`config.mk`:
```
export PLATFORM = sky130hd
export DESIGN_NAME = ps2_mouse_packet_rx
export DESIGN_NICKNAME = d
export VERILOG_FILES = /design/src/rtl/ps2_mouse_packet_rx.sv
export SDC_FILE = /design/constraint.sdc
export NUM_CORES = 1
export LEC_CHECK = 0
export ABC_AREA = 1
export BUFFER_PORTS_ARGS = -buffer_cell sky130_fd_sc_hd__buf_2
export CAP_MARGIN = 20
export CORE_MARGIN = 8
export CORE_UTILIZATION = 30
export DETAILED_ROUTE_END_ITERATION = 7
export GPL_TIMING_DRIVEN = 0
export PLACE_DENSITY = 0.53
export SYNTH_ARGS = -nofsm -noshare
export SYNTH_HDL_FRONTEND = slang
export SYNTH_SLANG_ARGS = --single-unit
```
`constraint.sdc`:
```
create_clock -name clk -period 4.9 [get_ports clk]
set_input_delay 0.735 -clock clk [delete_from_list [all_inputs] [get_ports clk]]
set_output_delay 0.735 -clock clk [all_outputs]
set_load 0.01 [all_outputs]
```
`src/rtl/ps2_mouse_packet_rx.sv`:
```
// PS/2 mouse receiver: sync/filter PS2Clk+PS2Data, deserialise 11-bit frames, assemble 3-byte packets.
// Latency: packet outputs update 1 cycle after the final stop-bit fall event (2 + FILTER_LEN cycles after the PS2Clk edge).
// Backpressure: none; outputs hold until the next packet, packet_valid/frame_err are single-cycle strobes.
module ps2_mouse_packet_rx #(
    parameter int FILTER_LEN     = 4,
    parameter int TIMEOUT_CYCLES = 50000
) (
    input  logic        clk,
    input  logic        reset,
    input  logic        PS2Clk,
    input  logic        PS2Data,
    output logic [8:0]  dx,
    output logic [8:0]  dy,
    output logic        left,
    output logic        right,
    output logic        middle,
    output logic        overflow,
    output logic        packet_valid,
    output logic        frame_err
);

    localparam int FW = $clog2(FILTER_LEN + 1);
    localparam int TW = $clog2(TIMEOUT_CYCLES + 1);
    localparam logic [FW-1:0] FLT_LAST = FW'(FILTER_LEN - 1);
    localparam logic [TW-1:0] TMO_LAST = TW'(TIMEOUT_CYCLES - 1);

    typedef enum logic [1:0] {S_IDLE, S_DATA, S_PARITY, S_STOP} state_t;

    logic          clk_s1, clk_s2, dat_s1, dat_s2;
    logic          fclk;
    logic [FW-1:0] flt_cnt;
    logic          fall_evt;

    state_t        state, state_nxt;
    logic [7:0]    shift_dat;
    logic [2:0]    bit_cnt;
    logic          par_bit;
    logic [TW-1:0] tmo_cnt;

    logic          tmo_hit, frame_good, byte_ok, frame_bad;

    logic [1:0]    pkt_idx;
    logic [7:0]    hdr;
    logic [7:0]    x_byte;

    // Two-flop synchronisers; idle level of both lines is high
    always_ff @(posedge clk) begin
        if (reset) begin
            clk_s1 <= 1'b1;
            clk_s2 <= 1'b1;
            dat_s1 <= 1'b1;
            dat_s2 <= 1'b1;
        end else begin
            clk_s1 <= PS2Clk;
            clk_s2 <= clk_s1;
            dat_s1 <= PS2Data;
            dat_s2 <= dat_s1;
        end
    end

    // Clock filter: fclk follows clk_s2 only after FILTER_LEN consecutive differing samples
    always_ff @(posedge clk) begin
        if (reset) begin
            fclk    <= 1'b1;
            flt_cnt <= '0;
        end else if (clk_s2 == fclk) begin
            flt_cnt <= '0;
        end else if (flt_cnt == FLT_LAST) begin
            fclk    <= clk_s2;
            flt_cnt <= '0;
        end else begin
            flt_cnt <= flt_cnt + 1'b1;
        end
    end

    // Bit event is the cycle in which fclk is about to drop; data is sampled in that same cycle
    assign fall_evt = fclk & ~clk_s2 & (flt_cnt == FLT_LAST);

    // Frame FSM state register
    always_ff @(posedge clk) begin
        if (reset) state <= S_IDLE;
        else       state <= state_nxt;
    end

    // Frame FSM next-state; a timeout only fires when no bit event competes with it
    always_comb begin
        state_nxt = state;
        if (tmo_hit) begin
            state_nxt = S_IDLE;
        end else if (fall_evt) begin
            case (state)
                S_IDLE:   state_nxt = dat_s2 ? S_IDLE : S_DATA;
                S_DATA:   state_nxt = (bit_cnt == 3'd7) ? S_PARITY : S_DATA;
                S_PARITY: state_nxt = S_STOP;
                default:  state_nxt = S_IDLE;
            endcase
        end
    end

    // Frame FSM outputs: byte acceptance, frame errors and timeout detection
    always_comb begin
        tmo_hit    = (state != S_IDLE) && !fall_evt && (tmo_cnt == TMO_LAST);
        frame_good = (^{shift_dat, par_bit}) & dat_s2;
        byte_ok    = fall_evt && (state == S_STOP) && frame_good;
        frame_bad  = (fall_evt && (state == S_STOP) && !frame_good) || tmo_hit;
    end

    // Frame datapath: LSB-first shift, bit count, parity capture, inactivity counter
    always_ff @(posedge clk) begin
        if (reset) begin
            shift_dat <= '0;
            bit_cnt   <= '0;
            par_bit   <= 1'b0;
            tmo_cnt   <= '0;
        end else begin
            if (fall_evt || state == S_IDLE) tmo_cnt <= '0;
            else                             tmo_cnt <= tmo_cnt + 1'b1;
            if (fall_evt) begin
                case (state)
                    S_IDLE:   bit_cnt <= '0;
                    S_DATA: begin
                        shift_dat <= {dat_s2, shift_dat[7:1]};
                        bit_cnt   <= bit_cnt + 1'b1;
                    end
                    S_PARITY: par_bit <= dat_s2;
                    default:  ;
                endcase
            end
        end
    end

    // Packet assembler: header needs bit3 set to resync; any frame error restarts the packet
    always_ff @(posedge clk) begin
        if (reset) begin
            pkt_idx      <= '0;
            hdr          <= '0;
            x_byte       <= '0;
            dx           <= '0;
            dy           <= '0;
            left         <= 1'b0;
            right        <= 1'b0;
            middle       <= 1'b0;
            overflow     <= 1'b0;
            packet_valid <= 1'b0;
            frame_err    <= 1'b0;
        end else begin
            packet_valid <= 1'b0;
            frame_err    <= frame_bad;
            if (frame_bad) begin
                pkt_idx <= '0;
            end else if (byte_ok) begin
                case (pkt_idx)
                    2'd0: begin
                        if (shift_dat[3]) begin
                            hdr     <= shift_dat;
                            pkt_idx <= 2'd1;
                        end
                    end
                    2'd1: begin
                        x_byte  <= shift_dat;
                        pkt_idx <= 2'd2;
                    end
                    2'd2: begin
                        dx           <= {hdr[4], x_byte};
                        dy           <= {hdr[5], shift_dat};
                        left         <= hdr[0];
                        right        <= hdr[1];
                        middle       <= hdr[2];
                        overflow     <= hdr[6] | hdr[7];
                        packet_valid <= 1'b1;
                        pkt_idx      <= 2'd0;
                    end
                    default: pkt_idx <= 2'd0;
                endcase
            end
        end
    end

endmodule

```
Yosys cells after proc, flatten, opt, wreduce, memory -nomap -nowiden
Index checks and enable logic that the tools add are counted.
{ "classes": {"n_addsub": 3, "eq_ne": 10, "muxes": 7, "bitwise": 8, "reduce_logical": 27} }
{ "ops": {"columns": ["op", "count"], "rows": [
  ["$add A16 B1 Y16 const B", 1],
  ["$eq A16 B16 Y1 const B", 1],
  ["$reduce_and A2 Y1", 5],
  ["$reduce_xor A9 Y1", 1],
  ["$add A3 B1 Y3 const B", 2],
  ["$eq A2 B2 Y1 const B", 3],
  ["$pmux W2 S3", 1],
  ["$pmux W3 S2", 1],
  ["$reduce_and A3 Y1", 2],
  ["$reduce_or A2 Y1", 3],
  ["$reduce_or A3 Y1", 2],
  ["$logic_and A1 B1 Y1", 5],
  ["$eq A2 B1 Y1 const B", 2],
  ["$logic_not A2 Y1", 2],
  ["$mux W2", 2],
  ["$not A1 Y1", 4],
  ["$pmux W2 S2", 1],
  ["$reduce_and A4 Y1", 1],
  ["$reduce_bool A2 Y1", 2],
  ["$and A1 B1 Y1", 3],
  ["$eq A3 B2 Y1 const B", 1],
  ["$eq A3 B3 Y1 const B", 1],
  ["$logic_not A1 Y1", 2],
  ["$logic_or A1 B1 Y1", 2],
  ["4 further kinds", 5]
]} }
{ "word_totals": {"ff_bits": 80, "input_bits": 4, "output_inout_bits": 24, "wordCells": 77} }

Depth between registers and ports, before layout
{ "depth": {"ltp_word": 9, "ltp_mapped": 13, "mapped_depth_nobuf": 12} }

Worst setup path after synthesis
OpenSTA, ideal clock, no wires.
{ "synth_path": {"path_type": "register -> register", "startpoint": "register flt_cnt[0]", "endpoint": "register dx[8]", "arrival_ns": 1.617, "required_time_ns": 4.787, "path_slack_ns": 3.170, "stages_incl_launch_ff": 11, "path_buffers": 1, "path_cell_list": "dfxtp_1 > ha_1 > ha_1 > nand2_1 > nor3_2 > inv_2 > nor2_8 > buf_6 > nand3_1 > nand2_1 > nor2_1"} }
{ "synth_between": {"elab_chain_len": 8} }
{ "synth_rtl": {"columns": ["item", "line_no", "text"], "rows": [
  ["from (decl)", "31", "logic [FW-1:0] flt_cnt;"],
  ["from (signal assigned)", "72", "flt_cnt <= flt_cnt + 1'b1;"],
  ["$eq A3 B2 Y1 (*)", "77", "assign fall_evt = fclk & ~clk_s2 & (flt_cnt == FLT_LAST);"],
  ["$and A1 B1 Y1 (*)", "77", null],
  ["$logic_not A1 Y1", "102", "tmo_hit = (state != S_IDLE) && !fall_evt && (tmo_cnt == TMO_LAST);"],
  ["$logic_and A1 B1 Y1 (2 in a row)", "102", null],
  ["$logic_or A1 B1 Y1", "105", "frame_bad = (fall_evt && (state == S_STOP) && !frame_good) || tmo_hit;"],
  ["$not A1 Y1 (no source line)", null, null],
  ["$reduce_and A3 Y1 (no source line) (*)", null, null],
  ["to (signal assigned)", "164", "dx <= {hdr[4], x_byte};"],
  ["to (decl)", "12", "output logic [8:0] dx,"]
]} }
Every way passes the cells marked *; elsewhere a longest branch is shown, timed or not.
A chain may end at the register's enable or synchronous reset.

Worst setup path after layout
{ "layout_path": {"startpoint": "register flt_cnt[0]", "endpoint": "register dx[4]"} }
The elaborated chain is that of the path after synthesis.

==> run metrics <==
worst relative slew slack=0.684; largest net degree at the start of global routing=14; ratio of cells with drive above 1 in the final layout=0.142; Die Y=~120 um; fin crit period=approximately 2.0 ns; Primary FF master, synth=dfxtp_1; clock skew=about 0.0069 ns; max layer used=met4; max_cap viols=0; ant diodes=0; gr ovfl total=0; TritonCTS clock tree=done; Largest delay share family, worst path=simple AND/OR/NAND/NOR gates; Crit Path Category=reg -> reg; CP max FO=10; fin crit share=0.410; Arr. time, crit path=2.28 ns; routed len/inst=10.9 um; # setup viols final=0; slew of the pin with the lowest slew margin=0.474 ns; CP startpoint kind=flip-flop; Inserted Clock Buffers=9; Crit. End Element=flip-flop; fin. max-slew vios=0; Core Box Area=between 10000 and 15000 um^2; hold endpoint=dat_s2; drt total wl=7200 um; nets@finish=between 500 and 600; Std-Cell Rows=39; CP Cell Sequence=ha_1 -> ha_1 -> nand2_1 -> nor3_2 -> nand4_4 -> nor2_4 -> buf_6 -> nor2_1 -> nor2_1; I/O Pins=28; Bufs on Longest Clock Path=2; clock root cell=clkbuf_16; fin area=4080 um^2; hold_sp=dat_s1; outcome=finished clean; dpl cell area=3720 um^2; Overall Power=~1.5 mW; Syn. warnings=0; post-DR vias/cell=between 4 and 5; Cell Pwr Density=~360 nW/um^2; vias in the first global route=2807; Slowest-stage cell, CP=nor3_2; Syn Area/Cell=approximately 7.2 um^2; worst r2r path cells=9; synth unique cells=33; Synth-to-Final Area Change=19.8%; # hold bufs at CTS=0; antenna-violating nets left=0; Post-synth EDFFs=0; DR DRC count=0; Final Hold Violating Endpoints=0; Post-Synthesis Net Count=a little under 500; fmax=498 MHz; die area=between 15000 and 20000 um^2; Worst-Skew Late Latency=between 0.3 and 0.4 ns; worst min-delay path class=reg -> reg; Total GRT Usage=0.104; Worst R2R Start=flt_cnt[0]; hold path cells=1; ys async rst share=0; worst ir drop on vdd=between 0.2 and 0.25 mV; Pre-Repair DR Iteration Count=4; first-pass GRT wire length=~12000 um; Initial Util=0.302; Post-DP HPWL=5260 um; sequential share of the synthesized area=0.464; initial antenna violation count=0; post-synthesis cell area=3410 um^2; clock slew seen by the registers of the worst setup and hold paths=roughly 0.060 ns; post-CTS sizing=0; via count=approximately 3k; CP peak stage delay=between 0.3 and 0.4 ns; DIE WIDTH=123 um; WL met3=~400 um; Starting DRT DRC Count=165; Core Util, Final=0.362; H-tree depth=3; Seq cells post-synth=79; stages on the worst setup path=9; number of cells produced by synthesis=472; Leakage=1.67 nW; WP buf/inv=1; GPL Wtd Cong=0.811; WL met2=about 3300 um; flop-to-flop setup slack=a little under 3 ns; port bufs=27; FF-to-FF End=dx[4]; Post-Route M1 WL=3430 um; RSZ-0062 raised after global routing=false; setup total negative slack=0 ns; setup bufs post-CTS=0; CP Data Required Time=5.17 ns; Num Clock Sinks=between 70 and 80
[stage by stage]
stage | instances | hold slack (ns) | worst slack (ns)
floorplan | 472 | 0.389 | 3.17
global placement | 642 | 0.396 | 2.88
detailed placement | 642 | 0.395 | 2.84
CTS | 658 | 0.398 | 2.83
global route | 658 | 0.425 | 2.68
finish | 658 | 0.401 | 2.89
[cell usage in the layout (no fill, tap or decap), types with 2 or more instances in the layout]
cell type,instances
clkbuf_1,8
clkbuf_16,9
ha_1,6
buf_1,3
bufinv_16,4
nand4_1,4
nand3_2,3
or2_1,2
buf_2,28
nor2_4,2
nor2_1,104
nand3_1,43
a21oi_1,26
nand2_1,85
nor3_1,10
o21ai_0,18
or2_2,6
o21ai_1,2
buf_6,5
inv_2,9
dfxtp_1,79
inv_1,44
[how the worst max path moves through the flow]
stage | from | endpoint
after CTS | flt_cnt[0] | dx[4]
after detailed placement | flt_cnt[0] | dx[4]
final | flt_cnt[0] | dx[4]
after floorplan | flt_cnt[0] | dx[8]
after global placement | reset | dy[7]
after global routing | flt_cnt[0] | hdr[6]
[Yosys cell counts, drive strengths merged, types with 5 or more instances]
library cell,count,area [um^2]
a21oi,26,130
buf,9,72.6
clkbuf,7,26.3
dfxtp,79,1580
ha,6,75.1
inv,53,199
nand2,86,325
nand3,46,245
nand4,5,46.3
nor2,108,439
nor3,11,60.1
o21ai,20,100
or2,9,56.3
[metal layers]
layer  track usage  vias to the layer above
met5             0                        -
met4        0.0434                        0
met3        0.0368                       12
met2         0.169                       43
met1         0.123                     1315
li1              -                     1564
[sequential cells by signal, indices dropped and copies added (netlist names), 2 cells and up]
| signal | cells |
|---|---|
| shift_dat | 8 |
| tmo_cnt | 16 |
| state | 2 |
| dy | 9 |
| flt_cnt | 3 |
| bit_cnt | 3 |
| pkt_idx | 2 |
| x_byte | 8 |
| dx | 9 |
| hdr | 7 |
[power breakdown]
group	switching [mW]	total, mW	internal (mW)	leakage, nW
Combinational	0.0143	0.0219	0.00762	0.860
Sequential	0.00100	0.645	0.644	0.637
Clock	0.261	0.809	0.548	0.173
Total	0.276	1.48	1.20	1.67
[final cells by class]
| class | count | area (um^2) |
|---|---|---|
| fill | 1208 | 7190 |
| sequential | 79 | 1580 |
| multi-input combinational | 323 | 1520 |
| clock buffer | 10 | 229 |
| inverter | 54 | 203 |
| tap | 143 | 179 |
| timing repair buffer | 27 | 135 |
| clock inverter | 6 | 133 |
| buffer | 16 | 98.8 |
[cell families (layout without fill, tap and decap cells)]
kind of cell / count (synthesis) / after routing / synth area share
AND/OR/NAND/NOR: 266 / 266 / 0.346
buffers and inverters: 70 / 113 / 0.0885
AO/OA/AOI/OAI: 49 / 49 / 0.0742
XOR/XNOR: 2 / 2 / 0.00514
adder cells (fa/ha/maj): 6 / 6 / 0.0220
flip-flops: 79 / 79 / 0.464
No activity file was read; power rests on OpenSTA's default activity.
